--- config.mk ---
export PLATFORM = sky130hd
export DESIGN_NAME = uart_baud_tick_gen
export DESIGN_NICKNAME = d
export VERILOG_FILES = /design/src/rtl/uart_baud_tick_gen.sv
export SDC_FILE = /design/constraint.sdc
export NUM_CORES = 1
export LEC_CHECK = 0
export BUFFER_PORTS_ARGS = -buffer_cell sky130_fd_sc_hd__clkbuf_2
export CAP_MARGIN = 5
export CORE_MARGIN = 5
export CORE_UTILIZATION = 36
export CTS_CLUSTER_SIZE = 40
export DETAILED_ROUTE_END_ITERATION = 10
export PLACE_DENSITY = 0.63
export SLEW_MARGIN = 15
export SYNTH_ARGS = -nofsm -noshare
export SYNTH_HDL_FRONTEND = slang
export SYNTH_SLANG_ARGS = --single-unit
--- constraint.sdc ---
create_clock -name i_Clk -period 3.4 [get_ports i_Clk]
set_input_delay 0.17 -clock i_Clk [delete_from_list [all_inputs] [get_ports i_Clk]]
set_output_delay 0.17 -clock i_Clk [all_outputs]
set_load 0.02 [all_outputs]
--- src/rtl/uart_baud_tick_gen.sv ---
`default_nettype none
`timescale 1ns/1ps
// ============================================================================
// Module      : uart_baud_tick_gen
// Description : Baud timing generator for the UART. A fractional divider
//               produces a one-cycle oversample tick in the i_Clk domain;
//               a TX bit tick and a re-alignable RX mid-bit sample strobe
//               are derived from it.
// Revision    : 1.0 - initial release
// ============================================================================
module uart_baud_tick_gen #(
  parameter int CLK_HZ         = 100000000,
  parameter int OVERSAMPLE     = 16,
  parameter int DIV_INT_W      = 16,
  parameter int DIV_FRAC_W     = 4,
  parameter int RESET_DIV_INT  = CLK_HZ / (9600 * OVERSAMPLE),
  parameter int RESET_DIV_FRAC = 1
) (
  input  logic                  i_Clk,
  input  logic                  i_Rst_n,
  input  logic                  i_En,
  input  logic [DIV_INT_W-1:0]  i_Div_Int,
  input  logic [DIV_FRAC_W-1:0] i_Div_Frac,
  input  logic                  i_Div_Load,
  input  logic                  i_Rx_Sync,
  output logic                  o_Os_Tick,
  output logic                  o_Tx_Tick,
  output logic                  o_Rx_Sample,
  output logic                  o_Div_Pending
);

  localparam int c_PH_W = $clog2(OVERSAMPLE);

  localparam logic [c_PH_W-1:0]     c_PH_ONE      = c_PH_W'(1);
  localparam logic [c_PH_W-1:0]     c_TX_LAST     = c_PH_W'(OVERSAMPLE - 1);
  localparam logic [c_PH_W-1:0]     c_RX_MID      = c_PH_W'(OVERSAMPLE / 2 - 1);
  localparam logic [DIV_INT_W-1:0]  c_CNT_ONE     = DIV_INT_W'(1);
  localparam logic [DIV_INT_W-1:0]  c_DIV_MIN     = DIV_INT_W'(2);
  localparam logic [DIV_INT_W-1:0]  c_RST_INT_RAW = DIV_INT_W'(RESET_DIV_INT);
  localparam logic [DIV_INT_W-1:0]  c_RST_INT     = (c_RST_INT_RAW < c_DIV_MIN) ? c_DIV_MIN : c_RST_INT_RAW;
  localparam logic [DIV_FRAC_W-1:0] c_RST_FRAC    = DIV_FRAC_W'(RESET_DIV_FRAC);

  // A divisor below 2 would make the down-counter reload to 0 and tick
  // every cycle, so every applied integer divisor is floored at 2.
  function automatic logic [DIV_INT_W-1:0] f_clamp_div(input logic [DIV_INT_W-1:0] v);
    f_clamp_div = (v < c_DIV_MIN) ? c_DIV_MIN : v;
  endfunction

  logic [DIV_INT_W-1:0]  r_div_int;
  logic [DIV_FRAC_W-1:0] r_div_frac;
  logic [DIV_INT_W-1:0]  r_pend_int;
  logic [DIV_FRAC_W-1:0] r_pend_frac;
  logic                  r_pend;
  logic [DIV_INT_W-1:0]  r_cnt;
  logic [DIV_FRAC_W-1:0] r_acc;
  logic [c_PH_W-1:0]     r_tx_ph;
  logic [c_PH_W-1:0]     r_rx_ph;

  logic                  w_os_tick;
  logic                  w_apply;
  logic [DIV_FRAC_W:0]   w_acc_sum;
  logic [DIV_INT_W-1:0]  w_div_int_nxt;
  logic [DIV_FRAC_W-1:0] w_div_frac_nxt;

  // The tick is gated by i_En directly so that dropping the enable kills
  // the current period in the same cycle, with no trailing tick.
  assign w_os_tick = i_En & (r_cnt == '0);
  assign w_apply   = w_os_tick & r_pend;
  assign w_acc_sum = {1'b0, r_acc} + {1'b0, r_div_frac};

  // Divisor that becomes active at the next edge: immediate while disabled,
  // otherwise only at a tick that finds a pending value.
  always_comb begin
    w_div_int_nxt  = r_div_int;
    w_div_frac_nxt = r_div_frac;
    if (!i_En) begin
      if (i_Div_Load) begin
        w_div_int_nxt  = f_clamp_div(i_Div_Int);
        w_div_frac_nxt = i_Div_Frac;
      end else if (r_pend) begin
        w_div_int_nxt  = f_clamp_div(r_pend_int);
        w_div_frac_nxt = r_pend_frac;
      end
    end else if (w_apply) begin
      w_div_int_nxt  = f_clamp_div(r_pend_int);
      w_div_frac_nxt = r_pend_frac;
    end
  end

  // Active divisor register.
  always_ff @(posedge i_Clk or negedge i_Rst_n) begin
    if (!i_Rst_n) begin
      r_div_int  <= c_RST_INT;
      r_div_frac <= c_RST_FRAC;
    end else begin
      r_div_int  <= w_div_int_nxt;
      r_div_frac <= w_div_frac_nxt;
    end
  end

  // Pending divisor capture; a load at a tick edge stays pending for the
  // following tick because the tick itself uses the value already held.
  always_ff @(posedge i_Clk or negedge i_Rst_n) begin
    if (!i_Rst_n) begin
      r_pend      <= 1'b0;
      r_pend_int  <= '0;
      r_pend_frac <= '0;
    end else if (!i_En) begin
      r_pend      <= 1'b0;
    end else if (i_Div_Load) begin
      r_pend      <= 1'b1;
      r_pend_int  <= i_Div_Int;
      r_pend_frac <= i_Div_Frac;
    end else if (w_apply) begin
      r_pend      <= 1'b0;
    end
  end

  // Period down-counter and fraction accumulator; a carry stretches the
  // following period by one cycle.
  always_ff @(posedge i_Clk or negedge i_Rst_n) begin
    if (!i_Rst_n) begin
      r_cnt <= c_RST_INT - c_CNT_ONE;
      r_acc <= '0;
    end else if (!i_En) begin
      r_cnt <= w_div_int_nxt - c_CNT_ONE;
      r_acc <= '0;
    end else if (w_os_tick) begin
      if (w_apply) begin
        r_cnt <= w_div_int_nxt - c_CNT_ONE;
        r_acc <= '0;
      end else begin
        r_cnt <= w_acc_sum[DIV_FRAC_W] ? r_div_int : (r_div_int - c_CNT_ONE);
        r_acc <= w_acc_sum[DIV_FRAC_W-1:0];
      end
    end else begin
      r_cnt <= r_cnt - c_CNT_ONE;
    end
  end

  // TX and RX phase counters; both wrap naturally at OVERSAMPLE, and a
  // sync pulse overrides a coincident tick on the RX side.
  always_ff @(posedge i_Clk or negedge i_Rst_n) begin
    if (!i_Rst_n) begin
      r_tx_ph <= '0;
      r_rx_ph <= '0;
    end else if (!i_En) begin
      r_tx_ph <= '0;
      r_rx_ph <= '0;
    end else begin
      if (w_os_tick) begin
        r_tx_ph <= r_tx_ph + c_PH_ONE;
      end
      if (i_Rx_Sync) begin
        r_rx_ph <= '0;
      end else if (w_os_tick) begin
        r_rx_ph <= r_rx_ph + c_PH_ONE;
      end
    end
  end

  assign o_Os_Tick     = w_os_tick;
  assign o_Tx_Tick     = w_os_tick & (r_tx_ph == c_TX_LAST);
  assign o_Rx_Sample   = w_os_tick & ~i_Rx_Sync & (r_rx_ph == c_RX_MID);
  assign o_Div_Pending = r_pend;

endmodule
`default_nettype wire

==> run_results.csv <==
group,metric,value,unit
placed_design,io_buffers,28,
detailed_routing,drt_iter0_markers,323,
critical_path,crit_chain,"inv_1 > ha_1 > nor4b_2 > buf_4 > and4_1 > a211oi_1 > inv_1 > a21o_1 > nor4b_1 > buf_4 > a21oi_1 > a311o_1",
grt,antenna_found_initial,0,
yosys,synth_ff_type,"dfrtp_1",
clock_tree,cts_tree,"built",
clock_tree,cts_buffer_depth,2,
placed_design,placed_cells,686,
hold_path,worst_hold_startpoint,"i_Div_Frac[0]",
critical_path,crit_path_start,"r_cnt[1]",
power,ir_worst_vdd,306.6,µV
clock_tree,ctsHoldBuffers,1,
detailed_routing,vias,4020,
detailed_routing,drtPass1Iterations,6,
sta,worst_slew_pin_slew,0.9228,ns
detailed_routing,drt-wirelength-per-cell,18.51,µm
grt,track_usage,18.18,%
cells_and_area,drive_gt1_share,21.66,%
critical_path,r2r-start,"r_cnt[1]",
placed_design,routabilityCongestion,0.9159,
grt,grt_pass1_vias,3993,
run_status,outcome,"finished clean",
critical_path,crit_family,"compound AO/OA/AOI/OAI gates",
critical_path,start_kind,"register",
sta,max_freq,0.3081,GHz
detailed_routing,ant_nets,0,
sta,post-route-period-util,95.45,%
sta,max-slew-margin-rel,38.48,%
yosys,syn_avg_cell_area,9.511,µm²
critical_path,cp-end-kind,"register",
critical_path,cp_max_fo,8,
detailed_routing,drc,0,
critical_path,crit_arrival,3.46,ns
yosys,synth-edff-count,0,
yosys,synth_warnings,0,
critical_path,crit_required,3.62,ns
placed_design,place_hpwl,9866,µm
sta,final-max-slew-violation-count,0,
clock_tree,cts-root-buf,"clkbuf_16",
critical_path,cp_slowest_cell,"dfstp_2",
sta,tns,0,ns
floorplan,die_h,122.8,µm
critical_path,worst-path-buf-inv,4,
cells_and_area,synthToLayoutAreaGrowth,16.10,%
floorplan,start_util,36.48,%
clock_tree,clk_latency,0.34,ns
cells_and_area,layoutNonFillerInstCount,703,
cells_and_area,antenna_cells,0,
placed_design,placed_cell_area,5049,µm²
floorplan,num_rows,41,
sta,period_minus_slack,3.245,ns
sta,finalSetupViolCount,0,
yosys,synth-seq-cells,69,
critical_path,path_class,"register to register",
detailed_routing,viasPerCell,5.718,
grt,grt_overflow_total,0,
detailed_routing,wl,13010,µm
yosys,async_flop_share,100.0,%
floorplan,die_width,122.8,µm
grt,grt_pass1_wl,21040,µm
sta,rsz0062_at_grt,"false",
cells_and_area,nets,562,
clock_tree,cts_made_buffers,9,
yosys,seq_area_frac_synth,37.94,%
clock_tree,cts_resized,0,
clock_tree,cts.sinks,69,
clock_tree,ctsHtreeMaxLevel,3,
sta,finalClockSkew,0.006904,ns
critical_path,cpPeakStageDelay,0.52,ns
floorplan,pin_count,29,
hold_path,hold_class,"input port to register",
cells_and_area,num-fill-cells,1231,
clock_tree,cts.clk_slew.worst_paths,0.06,ns
grt,grt_max_degree,41,
yosys,synthDistinctLibCells,68,
floorplan,die_area,15090,µm²
yosys,synth_nets,518,
yosys,syn_inst,482,
power,power.density,504.9,nW/µm²
floorplan,core,12570,µm²
run,maxCapViolations,0,
cells_and_area,final_cell_area,5323,µm²
clock_tree,cts_setup_buffers,0,
yosys,synth.cell_area,4584,µm²
power,cellLeakagePower,2.235,nW
sta,hold_viol_final,0,
[per-stage QoR]
stage	power [W]	utilization [%]	setup WS, ns	hold WS [ns]
floorplan	0.001581	-	0.3952	-0.1256
global placement	0.001809	40.17	0.3266	0.3367
detailed placement	0.001827	40.17	0.2648	0.3499
CTS	0.002689	42.35	0.2251	0.08281
global route	0.002823	42.35	0.02839	0.08887
finish	0.002687	42.35	0.1546	0.08591
[cell usage in the layout (no fill, tap or decap), types with 4 or more instances in the layout]
cell / count
clkbuf_16: 9
nor2b_1: 4
nand3_1: 10
xnor2_1: 20
a21oi_1: 18
nand4_1: 10
a41oi_1: 5
clkbuf_2: 27
a211oi_1: 8
dfrtp_1: 59
nor2_1: 35
clkbuf_1: 4
a31oi_1: 4
a21o_1: 5
or3_1: 8
xor2_1: 16
nand2b_1: 6
buf_4: 28
o211ai_1: 5
o221ai_1: 6
nand2_1: 36
mux2_2: 21
or4_1: 8
nor3_1: 16
and2_1: 5
o21ai_0: 12
o22ai_1: 10
nor4_1: 12
inv_1: 19
mux2i_1: 20
ha_1: 10
dfstp_2: 10
[per-layer routing]
layer  vias to the layer above  wire, µm  global-route usage (%)
met5                         -         0                       0
met4                         0       325                   7.908
met3                        24       849                   3.548
met2                       142      6005                   28.56
met1                      1951      5831                   24.37
li1                       1903         -                       -
[layout make-up]
| cell class | count | area, µm² | area share, % |
|---|---|---|---|
| flip-flops and latches | 69 | 1739 | 32.68 |
| clock buffers | 14 | 254.0 | 4.772 |
| repair buffers | 57 | 360.3 | 6.770 |
| clock inverters | 2 | 10.01 | 0.1881 |
| multi-input cells | 369 | 2669 | 50.14 |
| well taps | 172 | 215.2 | 4.043 |
| inverters | 20 | 75.07 | 1.410 |
[cell families (layout without fill, tap and decap cells)]
kind of cell / Yosys count / count (layout) / share of synthesized area, %
xor gates and xnor gates: 36 / 36 / 6.878
and+or+nand+nor: 177 / 177 / 21.83
AOI/OAI and AO/OA: 104 / 104 / 16.68
adders and majority gates: 11 / 11 / 3.166
DFF: 69 / 69 / 37.94
muxes: 41 / 41 / 9.525
buffers and inverters: 44 / 93 / 3.985
[path summary, 6_finish.rpt]
kind	end	slack (ns)	cells after the start
max in group asynchronous	r_pend_int[15]	2.12	3
max	r_cnt[15]	0.15	12
min	r_pend_frac[0]	0.09	2
max reg2reg	r_cnt[15]	0.15	12
min reg2reg	r_acc[0]	0.50	1
min in group asynchronous	r_acc[2]	0.51	2
[state kept, by name, indices dropped and copies added (netlist names)]
register       cells
r_div_frac         4
r_pend_int        16
r_div_int         16
r_cnt             16
o_Div_Pending      1
r_acc              4
r_rx_ph            4
r_tx_ph            4
r_pend_frac        4
[where the power goes]
part | leakage [nW] | switching (W) | internal, W
Clock | 0.131 | 0.000344 | 0.000512
Sequential | 0.829 | 0.000153 | 0.000962
Combinational | 1.28 | 0.000400 | 0.000317
[cells in the mapped netlist, types with 3 or more instances]
| cell | n | area, µm² |
|---|---|---|
| a32o_1 | 3 | 30.03 |
| o22ai_1 | 10 | 62.56 |
| a31oi_1 | 4 | 25.02 |
| nor4b_2 | 3 | 45.04 |
| nand4_1 | 10 | 62.56 |
| nor2_1 | 35 | 131.4 |
| nor2b_1 | 4 | 25.02 |
| nor4b_1 | 3 | 26.28 |
| xor2_1 | 16 | 140.1 |
| o21ai_0 | 12 | 60.06 |
| o211ai_1 | 5 | 37.54 |
| and3_1 | 3 | 18.77 |
| inv_1 | 19 | 71.32 |
| or3_1 | 8 | 50.05 |
| a21o_1 | 5 | 37.54 |
| nand3_1 | 10 | 50.05 |
| clkbuf_1 | 18 | 67.56 |
| nand2_1 | 36 | 135.1 |
| a41oi_1 | 5 | 43.79 |
| nand2b_1 | 6 | 37.54 |
| o221ai_1 | 6 | 52.55 |
| nand3b_1 | 3 | 22.52 |
| a2bb2oi_1 | 3 | 26.28 |
| or4_1 | 8 | 60.06 |
| o31ai_1 | 3 | 22.52 |
| and4_1 | 3 | 26.28 |
| ha_1 | 10 | 125.1 |
| xnor2_1 | 20 | 175.2 |
| a211oi_1 | 8 | 60.06 |
| and2_1 | 5 | 31.28 |
| a31o_2 | 3 | 26.28 |
| dfstp_2 | 10 | 262.8 |
| mux2i_1 | 20 | 200.2 |
| mux2_2 | 21 | 236.5 |
| nor3_1 | 16 | 80.08 |
| dfrtp_1 | 59 | 1476 |
| a21oi_1 | 18 | 90.09 |
| nor4_1 | 13 | 81.33 |
[worst reg2reg max path, cell delays in order (launching register included)]
cell	delay, ns
dfstp_2	0.52
inv_1	0.06
ha_1	0.18
nor4b_2	0.16
buf_4	0.17
and4_1	0.30
a211oi_1	0.49
inv_1	0.12
a21o_1	0.21
nor4b_1	0.31
buf_4	0.20
a21oi_1	0.06
a311o_1	0.33
Power figures use the tool's default switching activity.
